--- src/rtl/seg_dice_if.sv ---
// Presentation bus of the dice reader: the raw segment pattern being sampled
// and the valid/ready handshake that carries a decoded face to its consumer.
interface seg_dice_if;
    logic [6:0] seg_in;
    logic       sample_en;
    logic       valid_out;
    logic       ready_in;
    logic [2:0] value_out;

    // Reader side: observes the display and presents decoded faces.
    modport master (
        input  seg_in,
        input  sample_en,
        input  ready_in,
        output valid_out,
        output value_out
    );

    // Environment/consumer side: drives the display and accepts faces.
    modport slave (
        output seg_in,
        output sample_en,
        output ready_in,
        input  valid_out,
        input  value_out
    );
endinterface

--- src/rtl/seg_dice_reader.sv ---
// Seven-segment dice reader: debounces the segment pattern, decodes faces 1..6,
// presents each newly accepted face over a valid/ready handshake and keeps
// per-face and illegal-pattern statistics.
module seg_dice_reader #(
    parameter int STABLE_CYCLES = 4,
    parameter int CNT_W         = 16
) (
    input  logic             clk,
    input  logic             reset,
    seg_dice_if.master       bus,
    input  logic             clear_stats,
    output logic             err_out,
    output logic             overrun,
    input  logic [2:0]       face_sel,
    output logic [CNT_W-1:0] face_count,
    output logic [CNT_W-1:0] err_count
);

    localparam logic [6:0]       SEG_BLANK  = 7'b0000001;
    localparam logic [3:0]       STABLE_MAX = 4'(STABLE_CYCLES);
    localparam logic [CNT_W-1:0] CNT_MAX    = {CNT_W{1'b1}};

    typedef enum logic [0:0] {
        ST_WAIT = 1'b0,
        ST_HOLD = 1'b1
    } state_t;

    // Face number for a legal pattern, 0 for blank or illegal patterns.
    function automatic logic [2:0] decode_face(input logic [6:0] seg);
        logic [2:0] face;
        case (seg)
            7'b0000110: face = 3'd1;
            7'b1011011: face = 3'd2;
            7'b1001111: face = 3'd3;
            7'b1100110: face = 3'd4;
            7'b1101101: face = 3'd5;
            7'b1111101: face = 3'd6;
            default:    face = 3'd0;
        endcase
        return face;
    endfunction

    // Saturating increment shared by all statistics counters.
    function automatic logic [CNT_W-1:0] sat_inc(input logic [CNT_W-1:0] v);
        return (v == CNT_MAX) ? v : v + CNT_W'(1);
    endfunction

    logic [6:0]       last_sample_r;
    logic [6:0]       last_sample_n_s;
    logic [3:0]       stab_cnt_r;
    logic [3:0]       stab_cnt_n_s;
    logic [6:0]       last_acc_r;
    logic             accept_s;
    logic [2:0]       face_s;
    logic             legal_acc_s;
    logic             blank_acc_s;
    logic             illegal_acc_s;
    state_t           state_r;
    state_t           state_n_s;
    logic [2:0]       value_r;
    logic [2:0]       value_n_s;
    logic             ovr_set_s;
    logic             err_r;
    logic             overrun_r;
    logic [CNT_W-1:0] face_cnt_r [1:6];
    logic [CNT_W-1:0] err_cnt_r;
    logic [CNT_W-1:0] face_count_s;

    // Next value of the debounce sampler; disabled edges leave it untouched.
    always_comb begin
        last_sample_n_s = last_sample_r;
        stab_cnt_n_s    = stab_cnt_r;
        if (bus.sample_en) begin
            if (bus.seg_in == last_sample_r) begin
                if (stab_cnt_r != STABLE_MAX) begin
                    stab_cnt_n_s = stab_cnt_r + 4'd1;
                end else begin
                    stab_cnt_n_s = stab_cnt_r;
                end
            end else begin
                stab_cnt_n_s    = 4'd1;
                last_sample_n_s = bus.seg_in;
            end
        end else begin
            stab_cnt_n_s    = stab_cnt_r;
            last_sample_n_s = last_sample_r;
        end
    end

    // Accept fires only on the edge where stability is first reached, and only
    // for a pattern different from the previously accepted one.
    always_comb begin
        face_s        = decode_face(bus.seg_in);
        accept_s      = bus.sample_en && (stab_cnt_n_s == STABLE_MAX) &&
                        (stab_cnt_r != STABLE_MAX) && (bus.seg_in != last_acc_r);
        blank_acc_s   = accept_s && (bus.seg_in == SEG_BLANK);
        legal_acc_s   = accept_s && (face_s != 3'd0);
        illegal_acc_s = accept_s && (face_s == 3'd0) && (bus.seg_in != SEG_BLANK);
    end

    // Debounce state and last-accepted pattern (blank also separates repeats).
    always_ff @(posedge clk or posedge reset) begin
        if (reset) begin
            last_sample_r <= 7'b0000000;
            stab_cnt_r    <= 4'd0;
            last_acc_r    <= SEG_BLANK;
        end else begin
            last_sample_r <= last_sample_n_s;
            stab_cnt_r    <= stab_cnt_n_s;
            if (accept_s) begin
                last_acc_r <= bus.seg_in;
            end
        end
    end

    // Handshake FSM: a new face replaces the presented one only when the
    // consumer takes the old one on the same edge, otherwise it is dropped.
    always_comb begin
        state_n_s = state_r;
        value_n_s = value_r;
        ovr_set_s = 1'b0;
        case (state_r)
            ST_WAIT: begin
                if (legal_acc_s) begin
                    state_n_s = ST_HOLD;
                    value_n_s = face_s;
                end else begin
                    state_n_s = ST_WAIT;
                end
            end
            ST_HOLD: begin
                if (legal_acc_s && bus.ready_in) begin
                    value_n_s = face_s;
                end else if (legal_acc_s) begin
                    ovr_set_s = 1'b1;
                end else if (bus.ready_in) begin
                    state_n_s = ST_WAIT;
                end else begin
                    state_n_s = ST_HOLD;
                end
            end
            default: begin
                state_n_s = ST_WAIT;
            end
        endcase
    end

    // FSM state, presented value and the one-cycle error pulse.
    always_ff @(posedge clk or posedge reset) begin
        if (reset) begin
            state_r <= ST_WAIT;
            value_r <= 3'd0;
            err_r   <= 1'b0;
        end else begin
            state_r <= state_n_s;
            value_r <= value_n_s;
            err_r   <= illegal_acc_s;
        end
    end

    // Statistics and sticky overrun; a clear wins over any same-edge update.
    always_ff @(posedge clk or posedge reset) begin
        if (reset) begin
            for (int i = 1; i <= 6; i++) begin
                face_cnt_r[i] <= '0;
            end
            err_cnt_r <= '0;
            overrun_r <= 1'b0;
        end else if (clear_stats) begin
            for (int i = 1; i <= 6; i++) begin
                face_cnt_r[i] <= '0;
            end
            err_cnt_r <= '0;
            overrun_r <= 1'b0;
        end else begin
            for (int i = 1; i <= 6; i++) begin
                if (legal_acc_s && (face_s == 3'(i))) begin
                    face_cnt_r[i] <= sat_inc(face_cnt_r[i]);
                end
            end
            if (illegal_acc_s) begin
                err_cnt_r <= sat_inc(err_cnt_r);
            end
            if (ovr_set_s) begin
                overrun_r <= 1'b1;
            end
        end
    end

    // Selected face counter; selections outside 1..6 read as zero.
    always_comb begin
        face_count_s = '0;
        case (face_sel)
            3'd1:    face_count_s = face_cnt_r[1];
            3'd2:    face_count_s = face_cnt_r[2];
            3'd3:    face_count_s = face_cnt_r[3];
            3'd4:    face_count_s = face_cnt_r[4];
            3'd5:    face_count_s = face_cnt_r[5];
            3'd6:    face_count_s = face_cnt_r[6];
            default: face_count_s = '0;
        endcase
    end

    assign bus.valid_out = (state_r == ST_HOLD);
    assign bus.value_out = value_r;
    assign err_out       = err_r;
    assign overrun       = overrun_r;
    assign err_count     = err_cnt_r;
    assign face_count    = face_count_s;

endmodule

--- src/flat_wrapper.sv ---
// flat-port wrapper written by rule: the top's interface ports become plain ports
module seg_dice_reader_flat 
#(
    parameter int STABLE_CYCLES = 4,
    parameter int CNT_W         = 16
)
  (clk, reset, clear_stats, err_out, overrun, face_sel, face_count, err_count, bus_seg_in, bus_sample_en, bus_ready_in, bus_valid_out, bus_value_out);
  seg_dice_if bus_i ();
  input  logic clk;
  input  logic reset;
  input  logic clear_stats;
  output logic err_out;
  output logic overrun;
  input  logic [2:0] face_sel;
  output logic [CNT_W-1:0] face_count;
  output logic [CNT_W-1:0] err_count;
  input wire logic [$bits(bus_i.seg_in)-1:0] bus_seg_in;
  input wire logic [$bits(bus_i.sample_en)-1:0] bus_sample_en;
  input wire logic [$bits(bus_i.ready_in)-1:0] bus_ready_in;
  output wire logic [$bits(bus_i.valid_out)-1:0] bus_valid_out;
  output wire logic [$bits(bus_i.value_out)-1:0] bus_value_out;
  assign bus_i.seg_in = bus_seg_in;
  assign bus_i.sample_en = bus_sample_en;
  assign bus_i.ready_in = bus_ready_in;
  assign bus_valid_out = bus_i.valid_out;
  assign bus_value_out = bus_i.value_out;
  seg_dice_reader #(.STABLE_CYCLES(STABLE_CYCLES), .CNT_W(CNT_W)) u_core (.clk(clk), .reset(reset), .bus(bus_i), .clear_stats(clear_stats), .err_out(err_out), .overrun(overrun), .face_sel(face_sel), .face_count(face_count), .err_count(err_count));
endmodule
--- config.mk ---
export PLATFORM = sky130hd
export DESIGN_NAME = seg_dice_reader_flat
export DESIGN_NICKNAME = d
export VERILOG_FILES = /design/src/rtl/seg_dice_if.sv /design/src/rtl/seg_dice_reader.sv /design/src/flat_wrapper.sv
export SDC_FILE = /design/constraint.sdc
export NUM_CORES = 1
export LEC_CHECK = 0
export ABC_AREA = 1
export BUFFER_PORTS_ARGS = -buffer_cell sky130_fd_sc_hd__buf_2
export CAP_MARGIN = 15
export CORE_MARGIN = 2
export CORE_UTILIZATION = 39
export DETAILED_ROUTE_END_ITERATION = 7
export PLACE_DENSITY = 0.67
export SETUP_SLACK_MARGIN = 0.4
export SLEW_MARGIN = 20
export SYNTH_ARGS = -nofsm -noshare
export SYNTH_HDL_FRONTEND = slang
export SYNTH_SLANG_ARGS = --single-unit
--- constraint.sdc ---
create_clock -name clk -period 4.86 [get_ports clk]
set_input_delay 0.243 -clock clk [delete_from_list [all_inputs] [get_ports clk]]
set_output_delay 0.243 -clock clk [all_outputs]
set_load 0.03 [all_outputs]
# == Word level (Yosys, flattened, before mapping) ==
# Index checks and enable logic that the tools add are counted.
# totals
register_bits,136
input_bits,15
output_inout_bits,38
word_cells,128
# op_classes
n_addsub,8
n_eq_ne,39
mux,33
n_bitwise,2
reduce_logical,32
# op_table
operator,n
$mux 16,15
$add 16x1->16 const B,7
$eq 16x16->1 const B,7
$mux 96,1
$pmux 16 s6,1
$eq 7x7->1 const B,5
$eq 3x3->1 const B,6
$pmux 3 s6,1
$reduce_and 2->1,9
$ne 2x2->1 const B,8
$reduce_bool 2->1,8
$logic_and 1x1->1,13
$eq 3x2->1 const B,4
$mux 4,3
$mux 1,8
$eq 7x3->1 const B,1
$eq 7x7->1,1
$ne 7x1->1 const B,1
$ne 7x7->1,1
$eq 3x1->1 const B,2
$mux 3,2
$pmux 3 s2,1
$add 4x1->4 const B,1
$eq 4x3->1 const B,1
6 further kinds,7

# == Depth between registers and ports, before layout ==
# depth
word_depth,14
depth_mapped,17
ltp_nobuf,15

# == Worst setup path after synthesis ==
# Ideal clock, no wire load.
# synth_timing
kind,register to register
startpoint,"register u_core.err_cnt_r[0], in the netlist u_core.err_count[0]"
endpoint,"register u_core.err_cnt_r[14], in the netlist u_core.err_count[14]"
setup_time_ns,0.118
t_arrival_ns,2.143
required_time_ns,4.742
setup_slack_ns,2.599
stages_incl_launch_ff,14
path_buffers,1
period_less_slack_ns,2.261
cell_sequence,dfrtp_1 -> ha_1 -> nand3_1 -> inv_1 -> nand3_1 -> nor2_1 -> nand2_1 -> nor2_1 -> nand4_1 -> nand4_1 -> clkbuf_1 -> nor2_1 -> nor2_1 -> nor2_1
# synth_between
elab_chain_cells,4
elab_cells_between_ends,7
classes_between,add/sub: 1; eq/ne: 2; mux: 3; reduce/logical: 1
# synth_rtl
item,line,source
"start, declared",seg_dice_reader.sv:66,logic [CNT_W-1:0] err_cnt_r;
"start signal, assigned",seg_dice_reader.sv:182,err_cnt_r <= sat_inc(err_cnt_r);
$add 16x1->16,seg_dice_reader.sv:45,return (v == CNT_MAX) ? v : v + CNT_W'(1);
$mux 16,seg_dice_reader.sv:45,
$mux 16,seg_dice_reader.sv:181,if (illegal_acc_s) begin
$mux 16,seg_dice_reader.sv:169,end else if (clear_stats) begin
# Parallel ways exist; a longest one is shown, timed or not. The select of a mux whose other input is x is not followed.
# A chain may end at the register's enable or synchronous reset.

# == Final worst setup path ==
# layout_timing
startpoint,register u_core.stab_cnt_r[0]
endpoint,register u_core.face_cnt_r[85] (netlist bit)
# layout_between
elab_chain_cells,12
elab_cells_between_ends,13
classes_between,add/sub: 1; eq/ne: 2; mux: 3; reduce/logical: 7
# layout_rtl
item,line,source
"start, declared",seg_dice_reader.sv:50,logic [3:0] stab_cnt_r;
"start signal, assigned",seg_dice_reader.sv:109,stab_cnt_r <= stab_cnt_n_s;
$add 4x1->4 / $ne 4x3->1 (equally long branches),"seg_dice_reader.sv:76, seg_dice_reader.sv:75, seg_dice_reader.sv:95",
$mux 4,seg_dice_reader.sv:75,if (stab_cnt_r != STABLE_MAX) begin
$mux 4,seg_dice_reader.sv:74,if (bus.seg_in == last_sample_r) begin
$mux 4,seg_dice_reader.sv:73,if (bus.sample_en) begin
$eq 4x3->1,seg_dice_reader.sv:94,accept_s = bus.sample_en && (stab_cnt_n_s == STABLE_MAX) &&
$logic_and 1x1->1,seg_dice_reader.sv:94,
$logic_and 1x1->1 *,seg_dice_reader.sv:94,
$logic_and 1x1->1 *,seg_dice_reader.sv:95,(stab_cnt_r != STABLE_MAX) && (bus.seg_in != last_acc_r);
$logic_and 1x1->1 *,seg_dice_reader.sv:97,legal_acc_s = accept_s && (face_s != 3'd0);
$logic_and 1x1->1 *,seg_dice_reader.sv:177,if (legal_acc_s && (face_s == 3'(i))) begin
$reduce_bool 2->1 (no line) *,n/a,
$reduce_and 2->1 (no line) *,n/a,
"end signal, assigned by index",seg_dice_reader.sv:178,face_cnt_r[i] <= sat_inc(face_cnt_r[i]);
"end, declared",seg_dice_reader.sv:65,logic [CNT_W-1:0] face_cnt_r [1:6];
# Mark *: on every way between the ends. The rest lies on a longest branch, timed or not.

==> out/metrics.csv <==
stage;metric;value;unit
sta;skew;0.00963;ns
worst_setup_path;end_kind;flip-flop;
pwr;power;2.76;mW
pwr;p_sw_share;24.7;%
floorplan;initial_utilization;39.8;%
worst_setup_path;crit_type;reg -> reg;
pwr;power_density;271;nW/um2
place;dpl.cell_count;1644;
global_route;grt.busiest_layer;met2;
sta;worstMarginPinSlew;1.04;ns
clock_network;cts_root_buffer;clkbuf_16;
pwr;power_switching;0.681;mW
global_route;grt-ovfl-total;0;
synthesis;synth_fp_nets;1358;
clock_network;htree_num_levels;4;
outcome;status;finished, violations left;
synthesis;synth_ff_type;dfrtp_1;
synthesis;ys_seq_area_share;37.7;%
layout;diodes;0;
global_route;antenna_found_initial;0;
place;dp_hpwl;19300;um
route;drc;0;
outcome;violations;negative hold slack;
layout;nFillCells;2280;
clock_network;ctsHoldBuffers;0;
global_route;grt_max_degree;100;
place;portBuffers;52;
synthesis;yosysTopAreaCell;dfrtp_1;
pwr;irDropWorstVdd;219;uV
sta;period_needed;2.95;ns
floorplan;die_y;156;um
clock_network;cts_setup_buffers;0;
run;maxCapViolCount;0;
clock_network;clock_path_buffers;2;
worst_setup_path;cp.arrival;3.26;ns
min_path;hp-class;in -> async;
place;place.gp.congestion;0.971;
layout;regArea;3400;um2
global_route;gr-usage-met3;3.94;%
global_route;track_usage;22.6;%
sta;relSlewSlack;30.4;%
sta;finalSetupViolCount;0;
floorplan;dieArea;24400;um2
global_route;grt_pass1_wl;43300;um
sta;finalSetupTns;0;ns
global_route;use_met1;31.8;%
clock_network;cts.clk_slew.worst_paths;0.06;ns
synthesis;yosys-top-cells-count;nand2_1 (346), nor2_1 (210), inv_1 (175), dfrtp_1 (135), nand3_1 (105);
synthesis;yosys.cell_types.count;45;
route;drtIter0Drc;873;
clock_network;clk-insertion-delay-late;0.43;ns
layout;area_delta_synth_final;12.6;%
global_route;grt_pass1_vias;8273;
route;antenna_left;0;
clock_network;tritoncts;yes;
synthesis;syn_area_per_cell;6.76;um2
floorplan;dieWidth;156;um
clock_network;cts_resized;0;
pwr;pwr-share-clk;49.5;%
layout;final_nets;1402;
sta;drv_slew;0;
sta;rsz0062_at_grt;false;
place;place_ws;1.86;ns
floorplan;core-area;22600;um2
layout;final_cells;1675;
route;wl_per_cell;15.8;um
route;routed_wl;26500;um
route;viasPerCell;5.33;
floorplan;ios;53;
floorplan;core.rowCount;55;
synthesis;post-synth-top-count-cell;nand2_1;
synthesis;synthArstFlopShare;100;%
sta;layout_setup_ws;1.91;ns
clock_network;cts.sinks;136;
pwr;comb_power_share;7.5;%
sta;clock.fmax;339;MHz
pwr;internal_power;2.08;mW
sta;hold_violations;2;
synthesis;synth_top_area_share;37.5;%
global_route;use_met2;35.4;%
worst_setup_path;start_kind;flip-flop;
synthesis;ys_ff_latch;136;
route;dr.pass1.iters;7;
synthesis;yosys_warnings;0;
pwr;cellLeakagePower;4.86;nW
worst_setup_path;required;5.17;ns
worst_setup_path;critPathMaxFanout;13;
synthesis;synth_area_leaders;dfrtp_1 (37%), nand2_1 (14%), nor2_1 (8.7%);
synthesis;syn_inst;1334;
sta;finalCritPeriodShare;60.6;%
route;vias;8931;
clock_network;numCtsBuffers;17;
layout;multi_input_area;4770;um2
synthesis;synth_edf_count;0;
synthesis;synthesis.area;9020;um2
sta;hold_slack;-0.0113;ns
layout;layout-drive-gt1-share;9.14;%
pwr;pwr-share-seq;43.0;%
==> area by class of cell <==
type | instances | area share [%]
clock buffers | 18 | 4.23
clock inverters | 13 | 1.77
inverters | 185 | 6.89
multi-input cells | 978 | 46.9
flip-flops and latches | 136 | 33.5
well taps | 285 | 3.51
repair buffers | 60 | 3.15
==> worst max-delay path: stages, from the launching register on <==
cell      delay (ns)
dfrtp_1         0.42
inv_1           0.06
ha_1            0.19
nand3_1         0.07
nand2_1         0.11
or2_1           0.25
nor2_1          0.29
nand4_2         0.42
o21bai_2        0.32
buf_4           0.23
nand2_1         0.27
nand2_1         0.14
nand2_1         0.06
==> kinds of logic (layout without fill, tap and decap cells) <==
kind of cell	count (synthesis)	count (layout)	share of synthesized area [%]
buffers and inverters	220	276	9.46
DFF	136	136	37.7
AOI/OAI and AO/OA	123	123	8.45
and+or+nand+nor	805	805	39.1
adders and majority gates	9	9	1.25
xor gates and xnor gates	41	41	3.98
==> worst paths after layout <==
kind,startpoint,slack [ns],depth (start not counted),endpoint
hold reg to reg,u_core.overrun$_DFFE_PP0P_,0.50,1,u_core.overrun$_DFFE_PP0P_
setup reg to reg,u_core.stab_cnt_r[0]$_DFF_PP0_,1.91,12,u_core.face_cnt_r[85]$_DFFE_PP0P_
min in group clk,bus_sample_en,0.10,2,u_core.stab_cnt_r[1]$_DFF_PP0_
hold / removal,reset,-0.01,2,u_core.err_out$_DFF_PP0_
setup / recovery,u_core.stab_cnt_r[0]$_DFF_PP0_,1.91,12,u_core.face_cnt_r[85]$_DFFE_PP0P_
max in group asynchronous,reset,3.78,3,u_core.face_cnt_r[0]$_DFFE_PP0P_
==> flip-flops by register name, summed over array words and instances, names as in the netlist <==
name                  count
u_core.err_count         16
u_core.err_out            1
u_core.last_acc_r         7
u_core.stab_cnt_r         4
u_core.bus.value_out      3
u_core.last_sample_r      7
u_core.face_cnt_r        96
u_core.overrun            1
u_core.bus.valid_out      1
==> layout by cell type, fill, tap and decap left out, types with 3 or more instances in the layout <==
| master | count |
|---|---|
| clkinvlp_4 | 3 |
| nor3_1 | 36 |
| inv_1 | 173 |
| a221oi_1 | 13 |
| ha_1 | 9 |
| clkinv_2 | 4 |
| o21ai_1 | 9 |
| nand2_1 | 346 |
| inv_2 | 10 |
| xor2_1 | 32 |
| buf_4 | 8 |
| nor2_1 | 210 |
| nor2_4 | 5 |
| o21ai_0 | 50 |
| nand4_1 | 70 |
| xnor2_1 | 9 |
| bufinv_16 | 4 |
| nor4_1 | 14 |
| o21bai_1 | 6 |
| nor2_2 | 6 |
| nand3_2 | 3 |
| o22ai_1 | 11 |
| buf_2 | 52 |
| clkbuf_16 | 17 |
| o2111ai_1 | 3 |
| dfrtp_1 | 135 |
| nand3_1 | 105 |
| a21oi_1 | 21 |
==> per-layer routing <==
layer	up-vias	part of all wire, %
li1	4432	-
met1	4155	46
met2	305	45
met3	39	6.6
met4	0	2.2
met5	-	0
==> power groups by stage <==
stage | clock, mW | combinational [mW] | sequential, mW
4_1_cts | 1.38 | 0.209 | 1.18
5_1_grt | 1.43 | 0.239 | 1.19
6_report | 1.37 | 0.207 | 1.18
3_5_place_dp | 0 | 0.208 | 1.20
2_1_floorplan | 0 | 0.153 | 1.20
3_3_place_gp | 0 | 0.204 | 1.20
==> through the flow <==
stage | hold WS (ns) | utilization (%) | cell area [um2]
after global routing | 0.0990 | 44.9 | 10200
after detailed placement | 0.478 | 42.2 | 9550
final | -0.0113 | 44.9 | 10200
after floorplan | 0.350 | - | 9020
after CTS | 0.0573 | 44.9 | 10200
after global placement | 0.474 | 42.2 | 9550
Power figures use the tool's default switching activity.
